`src/rtl/onehot_decoder_hold.sv`:
```
// -----------------------------------------------------------------------------
// onehot_decoder_hold
//
// Converts a stream of encoded request tokens {code, en} back into one-hot
// select lines. This block sits after a priority encoder and takes the
// {out, valid} pair that the encoder produces.
//
// Each accepted token drives its one-hot line for HOLD_CYCLES cycles and then
// releases it. Upstream flow control is valid/ready. Downstream can end a hold
// early with out_ack. When a new token is waiting on the last cycle of a hold,
// it loads straight away, so there is no idle gap between tokens.
//
// Parameters
//   IN_W        width of the encoded index
//   OUT_W       one-hot width (must equal 2**IN_W)
//   HOLD_CYCLES cycles each token is driven (1 .. 2**CNT_W)
//   CNT_W       hold-counter width
//
// Ports
//   clk         rising-edge clock
//   rst         synchronous, active-high reset
//   in_valid    upstream token present
//   in_ready    token can be accepted this cycle (combinational, 0 during rst)
//   in_code     encoded index
//   in_en       encoder valid; 0 means an explicit "no request" token
//   out_ack     downstream ack; makes the current DRIVE cycle the last one
//   out_valid   a token is being driven
//   out_onehot  decoded select lines (all zero or exactly one-hot)
//   done        single-cycle pulse in the cycle after a hold ends
// -----------------------------------------------------------------------------
module onehot_decoder_hold #(
  parameter int IN_W        = 2,
  parameter int OUT_W       = 4,
  parameter int HOLD_CYCLES = 4,
  parameter int CNT_W       = 3
) (
  input  logic             clk,
  input  logic             rst,
  input  logic             in_valid,
  output logic             in_ready,
  input  logic [IN_W-1:0]  in_code,
  input  logic             in_en,
  input  logic             out_ack,
  output logic             out_valid,
  output logic [OUT_W-1:0] out_onehot,
  output logic             done
);

  typedef enum logic [0:0] {
    IDLE  = 1'b0,
    DRIVE = 1'b1
  } state_t;

  // The counter loads HOLD_CYCLES-1 and counts down to 0. The cycle where it
  // reaches 0 is the final cycle of the hold.
  localparam logic [CNT_W-1:0] HOLD_LOAD = CNT_W'(HOLD_CYCLES - 1);

  state_t             state_reg,      state_next;
  logic [CNT_W-1:0]   cnt_reg,        cnt_next;
  logic [IN_W-1:0]    code_reg,       code_next;
  logic               en_reg,         en_next;
  logic               out_valid_reg,  out_valid_next;
  logic [OUT_W-1:0]   out_onehot_reg, out_onehot_next;
  logic               done_reg,       done_next;

  logic               last;
  logic               accept;
  logic [OUT_W-1:0]   in_dec;
  logic [OUT_W-1:0]   hold_dec;

  // Two decoders, one per source of a code:
  //   in_dec   decodes the incoming token and is used when a token loads.
  //   hold_dec decodes the latched token and is used while a hold continues.
  // Each bit checks for exactly one code value, and both decoders are gated
  // by their enable. This means the result can never have more than one bit
  // set.
  generate
    for (genvar gi = 0; gi < OUT_W; gi++) begin : g_dec
      assign in_dec[gi]   = in_en  && (in_code  == IN_W'(gi));
      assign hold_dec[gi] = en_reg && (code_reg == IN_W'(gi));
    end
  endgenerate

  // The current DRIVE cycle is the last one when the counter has run out or
  // downstream has acked. out_ack has no effect in IDLE.
  assign last     = (state_reg == DRIVE) && ((cnt_reg == '0) || out_ack);
  assign in_ready = !rst && ((state_reg == IDLE) || last);
  assign accept   = in_valid && in_ready;

  always_comb begin
    state_next      = state_reg;
    cnt_next        = cnt_reg;
    code_next       = code_reg;
    en_next         = en_reg;
    out_valid_next  = out_valid_reg;
    out_onehot_next = out_onehot_reg;
    done_next       = last;

    case (state_reg)
      IDLE: begin
        if (accept) begin
          state_next      = DRIVE;
          cnt_next        = HOLD_LOAD;
          code_next       = in_code;
          en_next         = in_en;
          out_valid_next  = 1'b1;
          out_onehot_next = in_dec;
        end
      end

      DRIVE: begin
        if (!last) begin
          // Mid-hold: count down. The decode of the latched token is the
          // same value already on the outputs.
          cnt_next        = cnt_reg - CNT_W'(1);
          out_onehot_next = hold_dec;
        end else if (accept) begin
          // A waiting token replaces the finishing one back to back.
          // out_valid stays high.
          cnt_next        = HOLD_LOAD;
          code_next       = in_code;
          en_next         = in_en;
          out_valid_next  = 1'b1;
          out_onehot_next = in_dec;
        end else begin
          state_next      = IDLE;
          out_valid_next  = 1'b0;
          out_onehot_next = '0;
        end
      end

      default: begin
        state_next      = IDLE;
        out_valid_next  = 1'b0;
        out_onehot_next = '0;
      end
    endcase
  end

  // Reset takes priority over everything else, including an accept in the
  // same cycle. The done register is cleared as well, so a hold that reset
  // cuts short does not produce a completion pulse.
  always_ff @(posedge clk) begin
    if (rst) begin
      state_reg      <= IDLE;
      cnt_reg        <= '0;
      code_reg       <= '0;
      en_reg         <= 1'b0;
      out_valid_reg  <= 1'b0;
      out_onehot_reg <= '0;
      done_reg       <= 1'b0;
    end else begin
      state_reg      <= state_next;
      cnt_reg        <= cnt_next;
      code_reg       <= code_next;
      en_reg         <= en_next;
      out_valid_reg  <= out_valid_next;
      out_onehot_reg <= out_onehot_next;
      done_reg       <= done_next;
    end
  end

  assign out_valid  = out_valid_reg;
  assign out_onehot = out_onehot_reg;
  assign done       = done_reg;

endmodule

```
`config.mk`:
```
export PLATFORM = sky130hd
export DESIGN_NAME = onehot_decoder_hold
export DESIGN_NICKNAME = d
export VERILOG_FILES = /design/src/rtl/onehot_decoder_hold.sv
export SDC_FILE = /design/constraint.sdc
export NUM_CORES = 1
export LEC_CHECK = 0
export ABC_CLOCK_PERIOD_IN_PS = 2300
export CORE_AREA = 2 2 43 45
export CTS_BUF_LIST = sky130_fd_sc_hd__clkbuf_8
export DETAILED_ROUTE_END_ITERATION = 16
export DIE_AREA = 0 0 45 47
export HOLD_SLACK_MARGIN = 0.08
export PLACE_DENSITY = 0.72
export SYNTH_ARGS = -nofsm -noshare
export SYNTH_HDL_FRONTEND = slang
export SYNTH_SLANG_ARGS = --single-unit
```
`constraint.sdc`:
```
create_clock -name clk -period 2.3 [get_ports clk]
set_input_delay 0.575 -clock clk [delete_from_list [all_inputs] [get_ports clk]]
set_output_delay 0.575 -clock clk [all_outputs]
set_load 0.1 [all_outputs]
```
# --- After elaboration in Yosys (flattened, before gate mapping) ---
# Index checks and enable logic that the tools add are counted.
op_classes:
  add_sub_neg: 1
  n_mux: 19
  n_eq_ne: 8
  bitwise_logic: 1
  reduce_logical: 18
op_table:
  columns: ["cell", "n"]
  rows:
  - ["$mux W4", 3]
  - ["$logic_and A1 B1 Y1", 11]
  - ["$eq A2 B2 Y1 const B", 4]
  - ["$pmux W4 S2", 1]
  - ["$mux W1", 6]
  - ["$mux W3", 2]
  - ["$pmux W1 S2", 3]
  - ["$pmux W3 S2", 1]
  - ["$eq A2 B1 Y1 const B", 2]
  - ["$logic_not A2 Y1", 2]
  - ["$mux W2", 2]
  - ["$pmux W2 S2", 1]
  - ["$logic_not A3 Y1", 1]
  - ["$sub A3 B1 Y3 const B", 1]
  - ["$logic_or A1 B1 Y1", 2]
  - ["$ne A2 B1 Y1 const B", 1]
  - ["$ne A2 B2 Y1 const B", 1]
  - ["$reduce_and A2 Y1", 1]
  - ["$logic_not A1 Y1", 1]
  - ["$not A1 Y1", 1]
word_totals:
  inputBits: 7
  regBits: 13
  elab_cells: 54

# --- Depth between registers and ports, before layout ---
logic_depth:
  ltp_word: 9
  ltp_mapped: 8
  ltp_nobuf: 7

# --- Worst setup path before layout ---
# OpenSTA, ideal clock, no wires.
synth_timing:
  kind: "register to output"
  from: "reg cnt_reg[0]"
  to: "out in_ready"
  t_arrival_ns: 2.292
  t_required_ns: 1.725
  path_slack_ns: -0.567
  stages_incl_launch_ff: 8
  cell_sequence: "dfxtp_1 > inv_1 > ha_1 > ha_1 > nor2_1 > and2_2 > clkbuf_1 > nor2_1"
synth_between:
  elab_chain_cells: 5
synth_rtl:
  columns: ["element", "line_no", "rtl"]
  rows:
  - ["start: declaration", "59", "logic [CNT_W-1:0] cnt_reg, cnt_next;"]
  - ["start signal: assignment", "154", "cnt_reg <= cnt_next;"]
  - ["$logic_not A3 Y1", "86", "assign last = (state_reg == DRIVE) && ((cnt_reg == '0) || out_ack);"]
  - ["$logic_or A1 B1 Y1", "86", null]
  - ["$logic_and A1 B1 Y1", "86", null]
  - ["$logic_or A1 B1 Y1", "87", "assign in_ready = !rst && ((state_reg == IDLE) || last);"]
  - ["$logic_and A1 B1 Y1", "87", null]
  - ["end: declaration", "40", "output logic in_ready,"]
# Every way passes these cells.

# --- Worst setup path after layout ---
layout_timing:
  from: "in out_ack"
  to: "out in_ready"
layout_between:
  elab_chain_cells: 4
layout_rtl:
  columns: ["element", "line_no", "rtl"]
  rows:
  - ["start: declaration", "43", "input logic out_ack,"]
  - ["$logic_or A1 B1 Y1", "86", null]
  - ["$logic_and A1 B1 Y1", "86", null]
  - ["$logic_or A1 B1 Y1", "87", null]
  - ["$logic_and A1 B1 Y1", "87", null]
# Every way passes these cells.

==> impl_metrics.json <==
{
  "cp-end-kind": "output pin",
  "ys_ff_latch": 13,
  "tightest_slew_ns": 0.374,
  "finalNonFillerCells": 107,
  "drv_cap": 0,
  "cts_root_buf": "clkbuf_8",
  "r2r_cells": 7,
  "htreeDepth": 1,
  "clk_latency_ns": 0.24,
  "clkSlewWorstSetupHoldPaths_ns": 0.05,
  "power.static_leakage_nw": 0.320,
  "rsz0062_at_grt": "no",
  "largest_register_ffs": 4,
  "ioPinCount": 14,
  "drive_gt1_share_pct": 20.0,
  "ys_seq_area_share_pct": 43.0,
  "die_x_um": 45,
  "hold_class": "flip-flop to flip-flop",
  "synth_area_leaders": "dfxtp_1 43%, a21oi_1 5.8%, nor2_1 5.6%",
  "cts_hold_buf": 0,
  "crit_slowest_cell": "clkdlybuf4s50_1",
  "seqCellArea_sq_um": 260,
  "grt_pass1_vias": 522,
  "drc": 0,
  "syn_nets": 82,
  "clkSinkCount": 13,
  "yosysWarnings": 0,
  "syn_area_per_cell_sq_um": 8.30,
  "vias": 556,
  "drt_iter0_markers": 4,
  "totalPowerFinal_uw": 571,
  "avgRoutedWirePerCell_um": 11.4,
  "grt_usage_pct": 14.7,
  "ys.flop_type": "dfxtp_1",
  "cts_buffers": 3,
  "worst_slew_margin_rel_pct": 75.1,
  "power_density_mw_per_mm2": 703,
  "syn_to_final_growth_pct": 34.1,
  "antenna_found_initial": 0,
  "fin_skew_ns": 0.00238,
  "num_rows": 15,
  "cp.required_ns": 1.73,
  "r2r_slack_ns": 0.42,
  "max_freq_mhz": 455,
  "start_kind": "primary input",
  "hold_viol_final": 0,
  "worst-path-buf-inv": 2,
  "worstReg2RegEnd": "out_onehot[2]",
  "peakVddDrop_v": 0.000388,
  "fill_cells": 168,
  "drtAntennaViolNets": 0,
  "core_area_sq_mm": 0.00165,
  "dp_slack_ns": 0.0958,
  "slew_violations": 0,
  "vias_per_cell": 5.20,
  "outcome": "complete, no violations",
  "grt_max_degree": 16,
  "hp-start": "out_onehot[3]",
  "gp_congestion": 0.793,
  "syn_inst": 73,
  "setup_violations": 0,
  "wirelength_mm": 1.22,
  "initial_core_util_pct": 36.7,
  "nets": 100,
  "crit_chain": "clkdlybuf4s50_1, nor2_1, and2_2, nor2_4, buf_12",
  "overflow": 0,
  "min_period_over_period_pct": 95.5,
  "setup_ws_ns": 0.103,
  "dp_hpwl_um": 900,
  "synth_edf_count": 0,
  "synth.distinct_cells": 25,
  "yosys.area.top_type": "dfxtp_1",
  "cpLargestDelayFamily": "buffers and inverters",
  "synth-async-reset-ratio_pct": 0,
  "path_max_fanout": 3,
  "dp.cells": 103,
  "portBuffers": 13,
  "cts_resized": 0,
  "hold_depth": 2,
  "grt_pass1_wl_mm": 2.19,
  "hold_slack_ns": 0.468,
  "multi_input_area_sq_um": 319,
  "setup_tns_ns": 0,
  "diodes": 0,
  "fin_crit_ns": 2.20,
  "cts_setup_buffers": 0,
  "die_h_um": 47,
  "cts_tree": "built",
  "die_area_sq_mm": 0.00212,
  "syn_area_sq_um": 606,
  "clockBufferDepth": 2,
  "critPathMaxStageDelay_ns": 0.50,
  "r2r-start": "cnt_reg[0]",
  "critPathKind": "primary input to output pin",
  "critPathArrivalTime_ns": 1.62,
  "synth_top_area_share_pct": 43.0,
  "holdPathEnd": "out_onehot[3]",
  "dr.pass1.iters": 4
}
## cell usage in the layout (no fill, tap or decap), drive strengths merged
cell / count
inv: 4
a21oi: 7
a31oi: 2
nand3b: 1
nor2: 10
nand2: 5
nor2b: 3
nand4: 3
or3b: 1
clkdlybuf4s50: 6
o21ai: 2
or3: 1
a211oi: 3
nor3: 3
nand3: 4
and2: 2
ha: 2
dfxtp: 13
a22oi: 1
buf: 11
nand2b: 2
a32oi: 1
clkbuf: 3
## layout make-up
class	instances	share of cell area, %
multi-input cells	53	39.3
well taps	17	2.62
clock buffers	3	5.08
clock inverters	1	0.462
inverters	3	1.39
flip-flops and latches	13	32.0
repair buffers	17	19.1
## kinds of logic (layout without fill, tap and decap cells)
logic type                 count (synthesis)  in the layout  share of synthesized area (%)
adders and majority gates                  2              2                           4.13
buffers and inverters                      7             24                           5.58
and+or+nand+nor                           35             35                           30.6
AOI/OAI and AO/OA                         16             16                           16.7
DFF                                       13             13                           43.0
## Yosys cell counts (2+ instances only)
cell type and number:
ha_1 2, a31oi_1 2, a21oi_1 7, clkbuf_1 3
a211oi_1 2, nand4_1 3, nand2b_1 2, nor3_1 3
nand2_1 5, dfxtp_1 13, inv_1 3, o21ai_0 2
nor2_1 9, nor2b_1 3, nand3_1 4
## worst max path at each step
stage / start / end / slack [ns] / cells past startpoint
floorplan: cnt_reg[0] / in_ready / 0.19 / 7
global placement: out_ack / in_ready / 0.10 / 5
detailed placement: out_ack / in_ready / 0.1 / 5
CTS: out_ack / in_ready / 0.09 / 5
global route: out_ack / in_ready / 0.06 / 5
finish: out_ack / in_ready / 0.10 / 5
## worst reg2reg max path, cell delays in order (launching register included)
cell and delay [ns]:
dfxtp_1 0.30, inv_1 0.06, ha_1 0.20, ha_1 0.21
or3b_1 0.56, nor2_4 0.15, a31oi_1 0.11, a211oi_2 0.21
## report_power, final
part / switching (mW) / leakage (nW) / total [mW] / internal (mW)
Clock: 0.0832 / 0.0269 / 0.201 / 0.118
Sequential: 0.00790 / 0.107 / 0.246 / 0.238
Combinational: 0.0804 / 0.186 / 0.124 / 0.0435
Total: 0.171 / 0.320 / 0.571 / 0.399
## routing by layer
| metal | wire (um) | up-vias | global-route usage, % |
|---|---|---|---|
| li1 | - | 291 | - |
| met1 | 575 | 249 | 17.8 |
| met2 | 541 | 12 | 22.6 |
| met3 | 57 | 4 | 2.69 |
| met4 | 40 | 0 | 12.4 |
| met5 | 0 | - | 0 |
## per-stage QoR
step	cell area, sq um	util (%)
after floorplan	613	-
after global placement	767	46.4
after detailed placement	767	46.4
after CTS	812	49.2
after global routing	812	49.2
final	812	49.2
Power figures use the tool's default switching activity.
